==> src/rtl/instr_fetch_unit.sv <==
// ---------------------------------------------------------------------------
// instr_fetch_unit
//
// Purpose: sequential instruction fetch from a combinational instruction
// memory into a single fetch/decode holding register with valid/ready
// handshake, branch/jump redirect, and a terminal DONE state once the PC
// reaches PROG_LEN.
//
// Parameters:
//   PROG_LEN  number of valid instruction words, 1..32 (default 15)
//   RESET_PC  PC loaded on reset (default 0)
//
// Ports:
//   clk             clock, rising edge
//   rst_n           asynchronous active-low reset
//   imem_addr[4:0]  instruction memory word address (= PC)
//   imem_rd         instruction memory read strobe
//   imem_rdata[31:0] instruction memory read data (same cycle)
//   redirect_valid  redirect request (highest priority)
//   redirect_pc[4:0] redirect target
//   out_valid       holding register contains an instruction
//   out_ready       decode accepts the held instruction this cycle
//   out_instr[31:0] held instruction word
//   out_pc[4:0]     address of the held instruction
//
// Optional feature (macro FETCH_PERF_CNT_EN):
//   fetch_count[15:0]  saturating count of transfers to decode
//   stall_count[15:0]  saturating count of cycles valid && !ready
// ---------------------------------------------------------------------------
module instr_fetch_unit #(
  parameter int PROG_LEN = 15,
  parameter int RESET_PC = 0
) (
  input  logic        clk,
  input  logic        rst_n,
  output logic [4:0]  imem_addr,
  output logic        imem_rd,
  input  logic [31:0] imem_rdata,
  input  logic        redirect_valid,
  input  logic [4:0]  redirect_pc,
  output logic        out_valid,
  input  logic        out_ready,
  output logic [31:0] out_instr,
  output logic [4:0]  out_pc
`ifdef FETCH_PERF_CNT_EN
  ,
  output logic [15:0] fetch_count,
  output logic [15:0] stall_count
`endif
);

  // PROG_LEN of 32 wraps to 0, matching the 5-bit PC after increment.
  localparam logic [4:0] END_PC   = 5'(PROG_LEN % 32);
  localparam logic [4:0] START_PC = 5'(RESET_PC);

  typedef enum logic {
    S_FETCH = 1'b0,
    S_DONE  = 1'b1
  } state_t;

  state_t      state_q, state_d;
  logic [4:0]  pc_q, pc_d;
  logic        valid_q, valid_d;
  logic [31:0] instr_q, instr_d;
  logic [4:0]  opc_q, opc_d;

  logic        load;
  logic        xfer;
  logic [4:0]  pc_inc;

  assign load   = (state_q == S_FETCH) && (!valid_q || out_ready) && !redirect_valid;
  assign xfer   = valid_q && out_ready;
  assign pc_inc = pc_q + 5'd1;

  always_ff @(posedge clk or negedge rst_n) begin
    if (!rst_n) begin
      state_q <= S_FETCH;
      pc_q    <= START_PC;
      valid_q <= 1'b0;
      instr_q <= 32'd0;
      opc_q   <= 5'd0;
    end else begin
      state_q <= state_d;
      pc_q    <= pc_d;
      valid_q <= valid_d;
      instr_q <= instr_d;
      opc_q   <= opc_d;
    end
  end

  always_comb begin
    state_d = state_q;
    pc_d    = pc_q;
    valid_d = valid_q;
    instr_d = instr_q;
    opc_d   = opc_q;
    if (redirect_valid) begin
      // A coincident transfer is still consumed by decode; the register
      // is flushed either way. Stale instr/pc are left in place (valid=0).
      pc_d    = redirect_pc;
      valid_d = 1'b0;
      state_d = S_FETCH;
    end else if (load) begin
      instr_d = imem_rdata;
      opc_d   = pc_q;
      valid_d = 1'b1;
      pc_d    = pc_inc;
      if (pc_inc == END_PC) begin
        state_d = S_DONE;
      end
    end else if (xfer) begin
      valid_d = 1'b0;
    end
  end

  assign imem_addr = pc_q;
  // rst_n gating forces the strobe low while reset is held.
  assign imem_rd   = load && rst_n;
  assign out_valid = valid_q;
  assign out_instr = instr_q;
  assign out_pc    = opc_q;

`ifdef FETCH_PERF_CNT_EN
  always_ff @(posedge clk or negedge rst_n) begin
    if (!rst_n) begin
      fetch_count <= 16'd0;
      stall_count <= 16'd0;
    end else begin
      if (xfer && (fetch_count != 16'hFFFF)) begin
        fetch_count <= fetch_count + 16'd1;
      end
      if (valid_q && !out_ready && (stall_count != 16'hFFFF)) begin
        stall_count <= stall_count + 16'd1;
      end
    end
  end
`endif

endmodule

==> config.mk <==
export PLATFORM = sky130hd
export DESIGN_NAME = instr_fetch_unit
export DESIGN_NICKNAME = d
export VERILOG_FILES = /design/src/rtl/instr_fetch_unit.sv
export SDC_FILE = /design/constraint.sdc
export NUM_CORES = 1
export LEC_CHECK = 0
export BUFFER_PORTS_ARGS = -buffer_cell sky130_fd_sc_hd__buf_2
export CAP_MARGIN = 0
export CORE_ASPECT_RATIO = 0.75
export CORE_MARGIN = 2
export CORE_UTILIZATION = 35
export CTS_CLUSTER_DIAMETER = 120
export DETAILED_ROUTE_END_ITERATION = 6
export SETUP_SLACK_MARGIN = 0.15
export SYNTH_ARGS = -nofsm -noshare
export SYNTH_HDL_FRONTEND = slang
export SYNTH_SLANG_ARGS = --single-unit
export TNS_END_PERCENT = 50
==> constraint.sdc <==
create_clock -name clk -period 2.2 [get_ports clk]
set_input_delay 0.33 -clock clk [delete_from_list [all_inputs] [get_ports clk]]
set_output_delay 0.33 -clock clk [all_outputs]
set_load 0.02 [all_outputs]
Yosys cells after proc, flatten, opt, wreduce, memory -nomap -nowiden --
Index checks and enable logic that the tools add are counted.
Operators by class: $add $sub $neg 1, bitwise operators 2, reduce and logical (&&, ||, !) cells 12, multiplexer cells 8, equality and inequality tests 1
Operator list (number):
- $mux W5 | 2
- $mux W1 | 6
- $add A5 B1 Y5 const B | 1
- $eq A5 B4 Y1 const B | 1
- $logic_and A1 B1 Y1 | 4
- $reduce_and A2 Y1 | 2
- $reduce_bool A2 Y1 | 2
- $reduce_bool A3 Y1 | 1
- $logic_not A1 Y1 | 2
- $not A1 Y1 | 2
- $logic_or A1 B1 Y1 | 1
Storage, ports and cells: input bits 41, bits in registers 44, word-level logic and storage cells 29, output and inout port bits 44

Longest topological paths before layout --
word-level depth 6, mapped depth 5

Least setup slack after synthesis --
No wires, ideal clock.
path type flip-flop to output port, start register valid_q (netlist: out_valid), end output imem_rd, path slack 507 ps, required time 1870 ps, data arrival time 1363 ps, cell stages (with the launch flop) 6, cell sequence dfrtp_1 nor2b_4 nor3_2 buf_6 buf_6 and2_1
Between the ends: cells in the longest elaborated chain, start to end 5
Ends and longest elaborated chain:
- start: declaration | line 63 | logic valid_q, valid_d;
- start signal: assignment | line 85 | valid_q <= valid_d;
- $logic_not A1 Y1 | line 71 | assign load = (state_q == S_FETCH) && (!valid_q || out_ready) && !redirect_valid;
- $logic_or A1 B1 Y1 | line 71
- $logic_and A1 B1 Y1 (2 in series) | line 71
- $logic_and A1 B1 Y1 | line 118 | assign imem_rd = load && rst_n;
- end: declaration | line 37 | output logic imem_rd,
Every way passes these cells.

Worst setup path after layout --
start register state_q, end output imem_rd
Between the ends: cells in the longest elaborated chain, start to end 4
Ends and longest elaborated chain:
- start: declaration | line 61 | state_t state_q, state_d;
- start signal: assignment | line 83 | state_q <= state_d;
- $not A1 Y1 | line 71
- $logic_and A1 B1 Y1 (2 in series) | line 71
- $logic_and A1 B1 Y1 | line 118
Every way passes these cells.

==> flow_metrics.tcl <==
set metrics [dict create \
    clock_latency_ns 0.29 \
    cts_buffers 5 \
    dr.pass1.iters 4 \
    end_kind "output pin" \
    clock_sinks 44 \
    wl_met1_microns 1890 \
    dr_wl_met2_microns 1550 \
    critical_path_class "register to output pin" \
    ys_top_cells_by_area "dfrtp_1 60%, mux2_2 18%, mux2_4 6.5%, ha_1 1.4%, buf_6 1.2%" \
    drc 0 \
    nets 256 \
    fp.dieH_microns 66.7 \
    place_congestion 0.779 \
    holdBufCountCts 0 \
    seq_area_frac_synth 0.599 \
    synth_seq_cells 44 \
    drtAntennaViolNets 0 \
    synth_nets 165 \
    drtIter0Drc 25 \
    wire_per_inst_microns 13.4 \
    cellLeakagePower_nw 1.19 \
    async_flop_share 1.00 \
    drive_gt1_frac 0.631 \
    ios 85 \
    syn_inst 122 \
    die_width_microns 87.7 \
    diodes 0 \
    crit_required_ns 1.87 \
    area_growth_syn_to_layout_pct 33.6 \
    grt_usage 0.143 \
    synth_top_area_frac 0.599 \
    power_density_nw_per_um2 886 \
    final.setup.tns_ns 0 \
    grt_pass1_vias 1287 \
    grt_max_degree 45 \
    final_cell_mix "84 x buf_2, 44 x dfrtp_1, 29 x mux2_2, 8 x mux2_4, 5 x clkbuf_8" \
    relSlewSlack 0.636 \
    rows 22 \
    synth_flop_cell "dfrtp_1" \
    ys.warnings.count 0 \
    grt_first_pass_wirelength_microns 6350 \
    outcome "completed" \
    path_clk_slew_ns 0.08 \
    hold_class "primary input to async pin" \
    dr_total_vias 1320 \
    finalSetupViolCount 0 \
    dieArea_sq_um 5850 \
    htree_levels 2 \
    portBuffers 84 \
    dr.max_layer_used "met4" \
    dpl.hpwl_microns 2850 \
    cts-resized-gates 0 \
    cts_buffer_depth 2 \
    coreArea_sq_um 4980 \
    nFillCells 447 \
    synth_top_area_cell "dfrtp_1" \
    period_minus_slack_ns 1.86 \
    critPathLaunchType "register" \
    ir_worst_vdd_v 0.000379 \
    antenna_found_initial 0 \
    routed_via_density 4.62 \
    synthesis.area_sq_um 1840 \
    postCtsSetupBuffers 0 \
    final_common_cell "buf_2" \
    worstMarginPinSlew_ns 0.545 \
    skew_ns 0.00608 \
    wirelength_microns 3830 \
    cp.arrival_ns 1.53 \
    drv_slew 0 \
    fmax_mhz 539 \
    crit_fanout 13 \
    fin_crit_sh 0.843 \
    max_cap_viol_count 0 \
    overflow 0 \
    synth-edff-count 0 \
    synth_cell_types 25 \
    dr_wl_met3_microns 381 \
    tritoncts "yes" \
    rsz0062_at_grt "false" \
    syn-mean-instance-area_sq_um 15.1 \
    clockRootBuffer "clkbuf_8" \
    start_util 0.369 \
    final_util 0.492 \
    hold_viol 0 \
]
==> final timing paths <==
| check | from | end | slack (ns) | cells after the start |
|---|---|---|---|---|
| max in group asynchronous | rst_n | out_pc[4] | 1.69 | 2 |
| setup / recovery | state_q | imem_rd | 0.34 | 4 |
| setup reg to reg | state_q | out_instr[20] | 0.58 | 4 |
| min in group clk | redirect_pc[1] | imem_addr[1] | 0.25 | 3 |
| hold reg to reg | out_pc[0] | out_pc[0] | 0.50 | 1 |
| hold / removal | rst_n | out_pc[3] | 0.13 | 2 |
==> per-layer routing <==
layer  up-vias  track usage
li1        623            -
met1       644        0.207
met2        51        0.191
met3         2       0.0706
met4         0       0.0288
met5         -            0
==> where the power goes <==
part / internal (mW) / leakage (nW) / switching, mW
Clock: 0.337 / 0.0552 / 0.262
Sequential: 0.932 / 0.515 / 0.0753
Combinational: 0.254 / 0.619 / 0.315
Total: 1.52 / 1.19 / 0.652
==> area by class of cell <==
type	instances	area [sq um]	area share
sequential	44	1100	0.449
multi-input combinational	71	693	0.283
timing repair buffer	88	450	0.184
tap	72	90.1	0.0367
clock buffer	6	72.6	0.0296
clock inverter	2	35.0	0.0143
inverter	3	11.3	0.00459
==> sequential cells by signal, indices dropped and copies added (netlist names) <==
signal / flops
out_instr: 32
out_pc: 5
state_q: 1
out_valid: 1
imem_addr: 5
==> critical path: stages (launching register included) <==
cell	delay (ns)
dfrtp_1	0.48
nor3_4	0.21
buf_4	0.23
and2_1	0.16
buf_2	0.16
==> logic make-up after synthesis <==
group	count (synthesis)	synth area share
AOI/OAI and AO/OA	11	0.0402
xor gates and xnor gates	2	0.00954
adders and majority gates	2	0.0136
buffers and inverters	7	0.0266
DFF	44	0.599
muxes	37	0.243
and+or+nand+nor	19	0.0674
==> metrics by stage <==
step                      instance area [sq um]  power, mW  setup slack (ns)  hold slack, ns  cells
after global routing                       2450       2.31             0.232           0.171    286
final                                      2450       2.17             0.345           0.130    286
after detailed placement                   2350       1.60             0.584           0.477    278
after CTS                                  2450       2.21             0.337           0.154    286
after floorplan                            1840       1.38             0.507          0.0344    122
after global placement                     2350       1.59             0.596           0.480    278
==> Yosys cell counts, types with 3 or more instances <==
master    n
nand2_1   3
nor2_1    3
mux2_4    8
a31oi_1   3
inv_1     3
o31ai_1   3
nand3_1   3
mux2_2   29
dfrtp_1  44
or4_1     3
Power figures use the tool's default switching activity.
